**src/rtl/axi4lite_pkg.sv**
```systemverilog
// Shared types for the AXI4-Lite master: bus data width, response codes, FSM states.
package axi4lite_pkg;

    localparam int AXI_DATA_WIDTH = 32;

    typedef enum logic [1:0] {
        OKAY   = 2'b00,
        EXOKAY = 2'b01,
        SLVERR = 2'b10,
        DECERR = 2'b11
    } resp_t;

    typedef enum logic [2:0] {
        IDLE    = 3'd0,
        WR_REQ  = 3'd1,
        WR_RESP = 3'd2,
        RD_REQ  = 3'd3,
        RD_RESP = 3'd4,
        RSP     = 3'd5
    } state_t;

endpackage

```
**src/rtl/axi4lite_master.sv**
```systemverilog
// AXI4-Lite initiator: one single-beat command in flight, local cmd/rsp handshake ports.
// Optional error counter on ERR_CNT is built when AXI4LITE_MASTER_ERR_CNT_EN is defined.
module axi4lite_master
    import axi4lite_pkg::*;
#(
    parameter int ADDR_W    = 32,
    parameter int DATA_W    = AXI_DATA_WIDTH,
    parameter int ERR_CNT_W = 16
) (
    input  logic                  A_CLK,
    input  logic                  A_RST,
    // local command port
    input  logic                  CMD_VALID,
    output logic                  CMD_READY,
    input  logic                  CMD_WRITE,
    input  logic [ADDR_W-1:0]     CMD_ADDR,
    input  logic [DATA_W-1:0]     CMD_WDATA,
    input  logic [DATA_W/8-1:0]   CMD_WSTRB,
    // local response port
    output logic                  RSP_VALID,
    input  logic                  RSP_READY,
    output logic                  RSP_WRITE,
    output logic [DATA_W-1:0]     RSP_RDATA,
    output logic [1:0]            RSP_RESP,
    // write address channel
    output logic                  AW_VALID,
    input  logic                  AW_READY,
    output logic [ADDR_W-1:0]     AW_ADDR,
    output logic [2:0]            AW_PROT,
    // write data channel
    output logic                  W_VALID,
    input  logic                  W_READY,
    output logic [DATA_W-1:0]     W_DATA,
    output logic [DATA_W/8-1:0]   W_STRB,
    // write response channel
    input  logic                  B_VALID,
    output logic                  B_READY,
    input  logic [1:0]            B_RESP,
    // read address channel
    output logic                  AR_VALID,
    input  logic                  AR_READY,
    output logic [ADDR_W-1:0]     AR_ADDR,
    output logic [2:0]            AR_PROT,
    // read data channel
    input  logic                  R_VALID,
    output logic                  R_READY,
    input  logic [DATA_W-1:0]     R_DATA,
    input  logic [1:0]            R_RESP,
    // error statistics
    output logic [ERR_CNT_W-1:0]  ERR_CNT
);

    localparam int STRB_W = DATA_W / 8;

    state_t              state_q, state_d;
    logic                aw_valid_q, aw_valid_d;
    logic                w_valid_q, w_valid_d;
    logic                ar_valid_q, ar_valid_d;
    logic [ADDR_W-1:0]   addr_q, addr_d;
    logic [DATA_W-1:0]   wdata_q, wdata_d;
    logic [STRB_W-1:0]   wstrb_q, wstrb_d;
    logic                rsp_write_q, rsp_write_d;
    logic [DATA_W-1:0]   rsp_rdata_q, rsp_rdata_d;
    resp_t               rsp_resp_q, rsp_resp_d;
    logic                aw_done, w_done;

    // Next-state and payload capture; channel VALIDs are registered so they rise
    // the cycle after the command handshake and fall the cycle after their own.
    always_comb begin
        state_d     = state_q;
        aw_valid_d  = aw_valid_q;
        w_valid_d   = w_valid_q;
        ar_valid_d  = ar_valid_q;
        addr_d      = addr_q;
        wdata_d     = wdata_q;
        wstrb_d     = wstrb_q;
        rsp_write_d = rsp_write_q;
        rsp_rdata_d = rsp_rdata_q;
        rsp_resp_d  = rsp_resp_q;
        aw_done     = !aw_valid_q || AW_READY;
        w_done      = !w_valid_q || W_READY;
        case (state_q)
            IDLE: begin
                if (CMD_VALID) begin
                    addr_d  = CMD_ADDR;
                    wdata_d = CMD_WDATA;
                    wstrb_d = CMD_WSTRB;
                    if (CMD_WRITE) begin
                        aw_valid_d = 1'b1;
                        w_valid_d  = 1'b1;
                        state_d    = WR_REQ;
                    end else begin
                        ar_valid_d = 1'b1;
                        state_d    = RD_REQ;
                    end
                end
            end
            WR_REQ: begin
                // AW and W complete independently, in either order
                if (aw_valid_q && AW_READY) aw_valid_d = 1'b0;
                if (w_valid_q && W_READY)   w_valid_d  = 1'b0;
                if (aw_done && w_done)      state_d    = WR_RESP;
            end
            WR_RESP: begin
                if (B_VALID) begin
                    rsp_write_d = 1'b1;
                    rsp_rdata_d = '0;
                    rsp_resp_d  = resp_t'(B_RESP);
                    state_d     = RSP;
                end
            end
            RD_REQ: begin
                if (AR_READY) begin
                    ar_valid_d = 1'b0;
                    state_d    = RD_RESP;
                end
            end
            RD_RESP: begin
                if (R_VALID) begin
                    rsp_write_d = 1'b0;
                    rsp_rdata_d = R_DATA;
                    rsp_resp_d  = resp_t'(R_RESP);
                    state_d     = RSP;
                end
            end
            RSP: begin
                if (RSP_READY) state_d = IDLE;
            end
            default: state_d = IDLE;
        endcase
    end

    // State and payload registers; reset drops any transaction in flight.
    always_ff @(posedge A_CLK or posedge A_RST) begin
        if (A_RST) begin
            state_q     <= IDLE;
            aw_valid_q  <= 1'b0;
            w_valid_q   <= 1'b0;
            ar_valid_q  <= 1'b0;
            addr_q      <= '0;
            wdata_q     <= '0;
            wstrb_q     <= '0;
            rsp_write_q <= 1'b0;
            rsp_rdata_q <= '0;
            rsp_resp_q  <= OKAY;
        end else begin
            state_q     <= state_d;
            aw_valid_q  <= aw_valid_d;
            w_valid_q   <= w_valid_d;
            ar_valid_q  <= ar_valid_d;
            addr_q      <= addr_d;
            wdata_q     <= wdata_d;
            wstrb_q     <= wstrb_d;
            rsp_write_q <= rsp_write_d;
            rsp_rdata_q <= rsp_rdata_d;
            rsp_resp_q  <= rsp_resp_d;
        end
    end

    // READY/VALID that follow the state directly; CMD_READY is held low during reset.
    assign CMD_READY = (state_q == IDLE) && !A_RST;
    assign B_READY   = (state_q == WR_RESP);
    assign R_READY   = (state_q == RD_RESP);
    assign RSP_VALID = (state_q == RSP);

    assign AW_VALID  = aw_valid_q;
    assign AW_ADDR   = addr_q;
    assign AW_PROT   = 3'b000;
    assign W_VALID   = w_valid_q;
    assign W_DATA    = wdata_q;
    assign W_STRB    = wstrb_q;
    assign AR_VALID  = ar_valid_q;
    assign AR_ADDR   = addr_q;
    assign AR_PROT   = 3'b000;

    assign RSP_WRITE = rsp_write_q;
    assign RSP_RDATA = rsp_rdata_q;
    assign RSP_RESP  = rsp_resp_q;

`ifdef AXI4LITE_MASTER_ERR_CNT_EN
    logic [ERR_CNT_W-1:0] err_cnt_q, err_cnt_d;
    logic                 err_evt;

    // Count non-OKAY B/R handshakes, saturating at all-ones.
    always_comb begin
        err_evt   = (B_VALID && B_READY && (B_RESP != OKAY)) ||
                    (R_VALID && R_READY && (R_RESP != OKAY));
        err_cnt_d = err_cnt_q;
        if (err_evt && (err_cnt_q != {ERR_CNT_W{1'b1}}))
            err_cnt_d = err_cnt_q + 1'b1;
    end

    // Error counter register.
    always_ff @(posedge A_CLK or posedge A_RST) begin
        if (A_RST) err_cnt_q <= '0;
        else       err_cnt_q <= err_cnt_d;
    end

    assign ERR_CNT = err_cnt_q;
`else
    assign ERR_CNT = '0;
`endif

endmodule

```
**config.mk**
```make
export PLATFORM = sky130hd
export DESIGN_NAME = axi4lite_master
export DESIGN_NICKNAME = d
export VERILOG_FILES = /design/src/rtl/axi4lite_pkg.sv /design/src/rtl/axi4lite_master.sv
export SDC_FILE = /design/constraint.sdc
export NUM_CORES = 1
export LEC_CHECK = 0
export ABC_AREA = 1
export CORE_MARGIN = 3
export CORE_UTILIZATION = 40
export CTS_CLUSTER_SIZE = 16
export DETAILED_ROUTE_END_ITERATION = 10
export MAX_ROUTING_LAYER = met4
export PLACE_DENSITY = 0.81
export SETUP_SLACK_MARGIN = 0.15
export SLEW_MARGIN = 10
export SYNTH_ARGS = -nofsm -noshare
export SYNTH_HDL_FRONTEND = slang
export SYNTH_SLANG_ARGS = --single-unit
export TNS_END_PERCENT = 20
```
**constraint.sdc**
```tcl
create_clock -name A_CLK -period 7.44 [get_ports A_CLK]
set_clock_uncertainty 0.05 [all_clocks]
set_input_delay 1.488 -clock A_CLK [delete_from_list [all_inputs] [get_ports A_CLK]]
set_output_delay 1.488 -clock A_CLK [all_outputs]
set_load 0.01 [all_outputs]
```
# Word-level counts from Yosys, hierarchy flattened
# Cells that the tools add are included.
[op_classes]
n_mux = 27
reduce_logical = 19
n_eq_ne = 15
[ops]
columns = ["op", "n"]
rows = [
  ["two-way mux 32 bit", 2],
  ["case mux 32 bit (2 select lines)", 1],
  ["two-way mux 3 bit", 6],
  ["inequality test 2 bit (second input constant)", 9],
  ["case mux 3 bit (6 select lines)", 1],
  ["AND reduction 4 bit", 3],
  ["two-way mux 1 bit", 9],
  ["case mux 1 bit (2 select lines)", 4],
  ["== test 3 x 2 -> 1 bit (second input constant)", 2],
  ["== test 3 bit (second input constant)", 2],
  ["two-way mux 2 bit", 3],
  ["AND reduction 6 bit", 1],
  ["nonzero test 2 bit", 3],
  ["logical AND 1 bit", 4],
  ["case mux 2 bit (2 select lines)", 1],
  ["== test 3 x 1 -> 1 bit (second input constant)", 1],
  ["logical NOT 1 bit", 3],
  ["logical NOT 3 bit", 1],
  ["AND reduction 3 bit", 1],
  ["logical OR 1 bit", 2],
  ["inequality test 2 x 1 -> 1 bit (second input constant)", 1],
  ["AND reduction 2 bit", 1],
]
[totals]
out_inout_bits = 164
elab_cells = 71
input_bits = 114
ff_bits = 109

# Depth between registers and ports, before layout
# Gate-level depths: netlist of the first run.
[logic_depth]
word_depth = 5
depth_mapped = 11
depth_no_buf = 9

# Worst setup path before layout of the first run
# Ideal clock, no wire load.
[synth_path]
path_kind = "input -> output"
startpoint = "input port A_RST"
endpoint = "output port CMD_READY"
cell_stages = 1
required_time_ns = 5.902
path_slack_ns = 4.245
n_path_buf = 0
arrival_time_ns = 1.657
cell_sequence = "nor2_1"
[synth_via]
elab_chain_len = 2
[synth_rtl]
columns = ["item", "line", "text"]
rows = [
  ["start: declaration", "axi4lite_master.sv:11", "input logic A_RST,"],
  ["logical NOT 1 bit", "axi4lite_master.sv:161", "assign CMD_READY = (state_q == IDLE) && !A_RST;"],
  ["logical AND 1 bit", "axi4lite_master.sv:161", ""],
  ["end: declaration", "axi4lite_master.sv:14", "output logic CMD_READY,"],
]
# Every way passes these cells.

# Final worst setup path of the first run
# Ends and elaborated chain as after synthesis.

==> run_results.csv, run 1 <==
group,metric,value,unit
clock_network,clkLatencyLatePin,0.34,ns
layout,register_area,2728,µm²
sta,tns,0,ns
floorplan,start_util,41.83,%
layout,area_delta_synth_final,51.62,%
hold_path,hold_end,"W_DATA[21]",
clock_network,post-cts-setup-buffers,0,
floorplan,num_rows,39,
sta,max_freq,240.9,MHz
grt,antenna_found_initial,0,
drt,wl_met3,1367,µm
run,drv_cap,0,
floorplan,die_h,116.7,µm
sta,hold_violations,0,
synthesis,synthMuxAreaShare,0,%
layout,mostFrequentLayoutCell,"clkdlybuf4s50_1",
drt,drt_wl_total,13600,µm
grt,grt_max_degree,71,
drt,drt_pass1_iterations,5,
layout,multi_input_area,1484,µm²
synthesis,synth.cell_area,4898,µm²
critical_path,regToRegSetupSlack,4.79,ns
place,hpwl,10000,µm
synthesis,synth-simple-area-share,24.83,%
drt,routed.top_layer,"met4",
synthesis,synth-seq-area-share,55.68,%
drt,route.met2.wl,6690,µm
clock_network,numCtsBuffers,9,
grt,grt_pass1_vias,4255,
sta,drv_slew,0,
floorplan,die_w,116.7,µm
synthesis,yosys.cell_types.count,24,
critical_path,cp_max_fo,2,
floorplan,io_pins,278,
synthesis,synth-xor-area-share,0,%
grt,grt_usage,20.48,%
drt,ant_nets,0,
critical_path,worstReg2RegEnd,"W_STRB[2]",
synthesis,syn_inst,572,
floorplan,core,11710,µm²
hold_path,hold_class,"reg -> reg",
sta,fin_crit,4.151,ns
synthesis,syn_area_per_cell,8.564,µm²
critical_path,cp-startpoint,"A_RST",
critical_path,start_kind,"primary input",
drt,dr_total_vias,4245,
critical_path,critPathArrivalTime,2.61,ns
critical_path,crit_type,"in -> out",
outcome,status,"completed",
layout,fin_nets,895,
drt,wl_met1,5247,µm
hold_path,min-delay-start,"W_DATA[21]",
sta,rsz0062_at_grt,"false",
critical_path,worstPathRequired,5.90,ns
drt,drtIter0Drc,233,
clock_network,cts_buffer_depth,2,
synthesis,synth-compound-area-share,3.780,%
clock_network,cts_hold_buffers,0,
critical_path,crit_path_end_kind,"primary output",
clock_network,clock-root-buffer,"clkbuf_16",
floorplan,dieArea,13610,µm²
clock_network,cts_tree,"done",
synthesis,yosysWarningCount,0,
synthesis,synthAdderAreaFrac,0,%
layout,antenna_cells,0,
power_and_ir_drop,p_per_area,409.9,nW/µm²
hold_path,hold_depth,2,
layout,postLayoutCoreUtil,63.42,%
power_and_ir_drop,leakagePower,3.666,nW
clock_network,cts.htree.levels,3,
power_and_ir_drop,vdd_drop_max,0.0002026,V
clock_network,post_cts_resized,0,
grt,grt_overflow,0,
layout,fillers,966,
layout,drive_gt1_share,3.690,%
sta,setup_viol,0,
critical_path,rr_worst_depth,9,
layout,final_cell_mix,"clkdlybuf4s50_1, nand2_1, dfrtp_1",
sta,worstMarginPinSlew,1.137,ns
sta,worst_slew_margin_rel,24.12,%
sta,finalCritPeriodShare,55.80,%
synthesis,synth_top_family_by_area,"simple AND/OR/NAND/NOR gates",
synthesis,ys_seq_elements,109,
clock_network,cts.sinks,109,
drt,drc,0,
grt,grt_pass1_wl,20890,µm
clock_network,path_clk_slew,0.07,ns
drt,avgRoutedWirePerCell,14.64,µm
drt,viasPerCell,4.569,
critical_path,rr_startpoint,"state_q[2]",
place,globalplace.congestion,0.8011,
place,numPortBuffers,255,
==> per-layer routing <==
| layer | up-vias | GRT usage [%] |
|---|---|---|
| li1 | 2092 | - |
| met1 | 1922 | 23.29 |
| met2 | 211 | 33.94 |
| met3 | 20 | 6.166 |
| met4 | 0 | 8.180 |
| met5 | - | - |
==> critical path: stages <==
cell and delay, ns:
clkdlybuf4s50_1 0.47, nor2_1 0.12, clkdlybuf4s50_1 0.54
==> per-stage QoR <==
stage | setup WS (ns) | area [µm²] | total power [mW] | std cells | hold slack (ns)
after floorplan | 3.028 | 4977 | 1.815 | 593 | 0.4557
after global placement | 3.274 | 7142 | 2.554 | 913 | 0.4037
after detailed placement | 3.284 | 7142 | 2.599 | 913 | 0.4080
after CTS | 3.279 | 7427 | 3.084 | 929 | 0.4247
after global routing | 3.242 | 7427 | 3.268 | 929 | 0.4422
final | 3.289 | 7427 | 3.045 | 929 | 0.4191
==> power breakdown <==
part	internal [mW]	switching, mW
Combinational	0.817	0.687
Sequential	0.876	0.194
Clock	0.261	0.210
==> cells by family after synthesis <==
family,count (synthesis)
buffers and inverters,128
and+or+nand+nor,298
AOI/OAI and AO/OA,36
other,1
DFF,109
==> registers in the layout, summed over array words and instances (netlist names) <==
register,flops
AW_VALID,1
state_q,3
RSP_RESP,2
W_DATA,32
RSP_WRITE,1
W_VALID,1
AR_ADDR,32
RSP_RDATA,32
W_STRB,4
AR_VALID,1
==> worst max path at each step <==
stage	cells past startpoint	to
after floorplan	1	AR_ADDR[0]
after global placement	3	CMD_READY
after detailed placement	3	CMD_READY
after CTS	3	CMD_READY
after global routing	3	CMD_READY
final	3	CMD_READY
==> Yosys cell counts, drive strengths merged <==
cell type / instances / share of area (%)
and2: 1 / 0.13
dfrtp: 109 / 56
clkinv: 1 / 0.10
nor2: 11 / 1.3
nand4: 1 / 0.13
inv: 47 / 3.6
nand2: 241 / 19
o21ai: 32 / 3.3
nand3: 43 / 4.6
a21oi: 2 / 0.20
conb: 1 / 0.077
clkbuf: 2 / 0.15
o211ai: 1 / 0.15
buf: 78 / 12
a21boi: 1 / 0.15
nand3b: 1 / 0.15
==> cell type report <==
type | instances | share of cell area, %
clock buffer | 12 | 3.184
clock inverter | 4 | 0.6570
inverter | 48 | 2.476
multi-input combinational | 356 | 19.98
sequential | 109 | 36.73
tap | 143 | 2.409
timing repair buffer | 257 | 34.57
No activity file was read; power rests on OpenSTA's default activity.
==> run 2, diff against run 1 <==
- CORE_UTILIZATION: 40 -> 35
- PLACE_DENSITY: 0.81 -> 0.75
- clock period: 7.44 -> 3.6 ns (I/O delays scaled with it)
==> run 2 against run 1 <==
Effect of this change: die area grew 14%; worst setup slack got worse by 2.3 ns; clock-buffer cell count fell by 1; critical path type unchanged; largest power group unchanged.
==> run_results.csv, run 2 (same netlist as run 1, synthesis figures left out) <==
group,metric,value,unit
drt,ant_nets,0,
critical_path,rr_worst_depth,8,
clock_network,post_cts_resized,0,
floorplan,die_w,124.3,µm
critical_path,crit_type,"in -> out",
drt,viasPerCell,4.394,
drt,avgRoutedWirePerCell,13.53,µm
drt,drc,0,
power_and_ir_drop,pwr-share-seq,34.3,%
clock_network,clkLatencyLatePin,0.34,ns
drt,drt_pass1_iterations,4,
grt,grt_max_degree,70,
floorplan,die_h,124.3,µm
drt,drtIter0Drc,244,
power_and_ir_drop,switching_share,34.65,%
sta,hold_violations,0,
critical_path,crit_slowest_cell,"clkdlybuf4s50_1",
floorplan,num_rows,42,
layout,fin_nets,897,
sta,drv_slew,0,
critical_path,critPathArrivalTime,1.83,ns
place,numPortBuffers,255,
grt,antenna_found_initial,0,
hold_path,hold_class,"reg -> reg",
critical_path,start_kind,"primary input",
grt,grt_overflow,0,
layout,final_cell_mix,"clkdlybuf4s50_1, nand2_1, dfrtp_1",
drt,dr_total_vias,4236,
clock_network,cts_tree,"done",
floorplan,start_util,36.41,%
place,hpwl,9540,µm
floorplan,io_pins,278,
grt,grt_pass1_vias,3940,
critical_path,cpPeakStageDelay,0.53,ns
critical_path,worstPathRequired,2.83,ns
power_and_ir_drop,p_per_area,850.3,nW/µm²
power_and_ir_drop,clkPwrFrac,17.8,%
critical_path,path_cells,"clkdlybuf4s50_1 -> nor2_1 -> clkdlybuf4s50_1",
drt,drt_wl_total,13040,µm
sta,setup_viol,0,
sta,finalCritPeriodShare,72.28,%
layout,antenna_cells,0,
clock_network,post-cts-setup-buffers,0,
clock_network,cts_buffer_depth,2,
sta,worst_slew_margin_rel,25.82,%
clock_network,clock-root-buffer,"clkbuf_16",
place,placed_cell_area,7212,µm²
power_and_ir_drop,power_frac_comb,47.9,%
floorplan,core,13450,µm²
sta,rsz0062_at_grt,"false",
critical_path,cp_max_fo,2,
power_and_ir_drop,vdd_drop_max,0.0004878,V
power_and_ir_drop,p_sw,2.228,mW
floorplan,dieArea,15450,µm²
clock_network,cts_hold_buffers,0,
layout,area_delta_synth_final,54.38,%
layout,drive_gt1_share,4.188,%
layout,mostFrequentLayoutCell,"clkdlybuf4s50_1",
grt,grt_usage,16.96,%
hold_path,hold_depth,2,
sta,tns,0,ns
critical_path,cpMostUsedCell,"clkdlybuf4s50_1",
layout,design_area,7562,µm²
run,drv_cap,0,
power_and_ir_drop,leakagePower,3.705,nW
place,globalplace.congestion,0.7767,
sta,fin_crit,2.602,ns
clock_network,cts.htree.levels,3,
outcome,status,"completed",
clock_network,path_clk_slew,0.07,ns
power_and_ir_drop,p_int,4.202,mW
sta,max_freq,384.3,MHz
sta,worstMarginPinSlew,1.113,ns
clock_network,numCtsBuffers,9,
clock_network,cts.sinks,109,
critical_path,crit_path_end_kind,"primary output",
grt,grt_pass1_wl,20620,µm
[run 2: changes by cell type in the layout (fill, tap and decap cells not counted)]
| cell | before | now |
|---|---|---|
| clkbuf_1 | 3 | 1 |
| buf_4 | 2 | 3 |
| bufinv_16 | 1 | 3 |
| clkinv_4 | 1 | 2 |
| clkinvlp_4 | 0 | 1 |
| inv_4 | 1 | 0 |
| clkbuf_8 | 0 | 1 |
| buf_12 | 0 | 1 |
| clkinv_2 | 3 | 1 |
[run 2: worst max-delay path, delay by kind of cell]
kind,cells,cell delay [ns]
buffers and inverters,2,0.99
AND/OR/NAND/NOR,1,0.12
[run 2: metrics by stage]
stage                     setup slack, ns  instances  util, %  total power [mW]  hold WS (ns)
after detailed placement           0.9947        948    53.61             5.347        0.4070
after global placement             0.9906        948    53.61             5.287        0.4026
final                              0.9978        964    56.21             6.430        0.4211
after global routing               0.8751        964    56.21             6.865        0.4408
after floorplan                     1.515        593        -             3.752        0.4557
after CTS                          0.9900        964    56.21             6.526        0.4243
[run 2: metal layers]
metal,track usage (%),vias to the layer above,wire length (µm)
met2,26.43,173,6279
met1,21.84,1956,5690
met4,5.416,0,182
li1,-,2092,-
met5,-,-,0
met3,4.331,15,887
[run 2: area by class of cell]
| class | count | area (µm²) |
|---|---|---|
| Inverter | 48 | 185.2 |
| Tap cell | 176 | 220.2 |
| Timing Repair Buffer | 259 | 2595 |
| Clock buffer | 11 | 242.7 |
| Clock inverter | 5 | 107.6 |
| Sequential cell | 109 | 2728 |
| Multi-Input combinational cell | 356 | 1484 |
| Fill cell | 1233 | 5891 |
[run 2: power groups by stage]
stage	Sequential (mW)	Clock [mW]	Combinational (mW)
after global placement	2.20	0	3.09
after global routing	2.29	1.23	3.35
final	2.20	1.15	3.08
after floorplan	2.42	0	1.33
after detailed placement	2.21	0	3.13
after CTS	2.20	1.18	3.14
[run 2: final timing paths]
path                       startpoint           to  slack (ns)
max                             A_RST    CMD_READY         1.0
min                        W_DATA[10]   W_DATA[10]        0.42
max reg2reg                state_q[2]  AR_ADDR[15]        1.47
min reg2reg                W_DATA[10]   W_DATA[10]        0.42
max in group asynchronous       A_RST  AR_ADDR[15]        1.92
min in group asynchronous       A_RST  AR_ADDR[26]        0.77
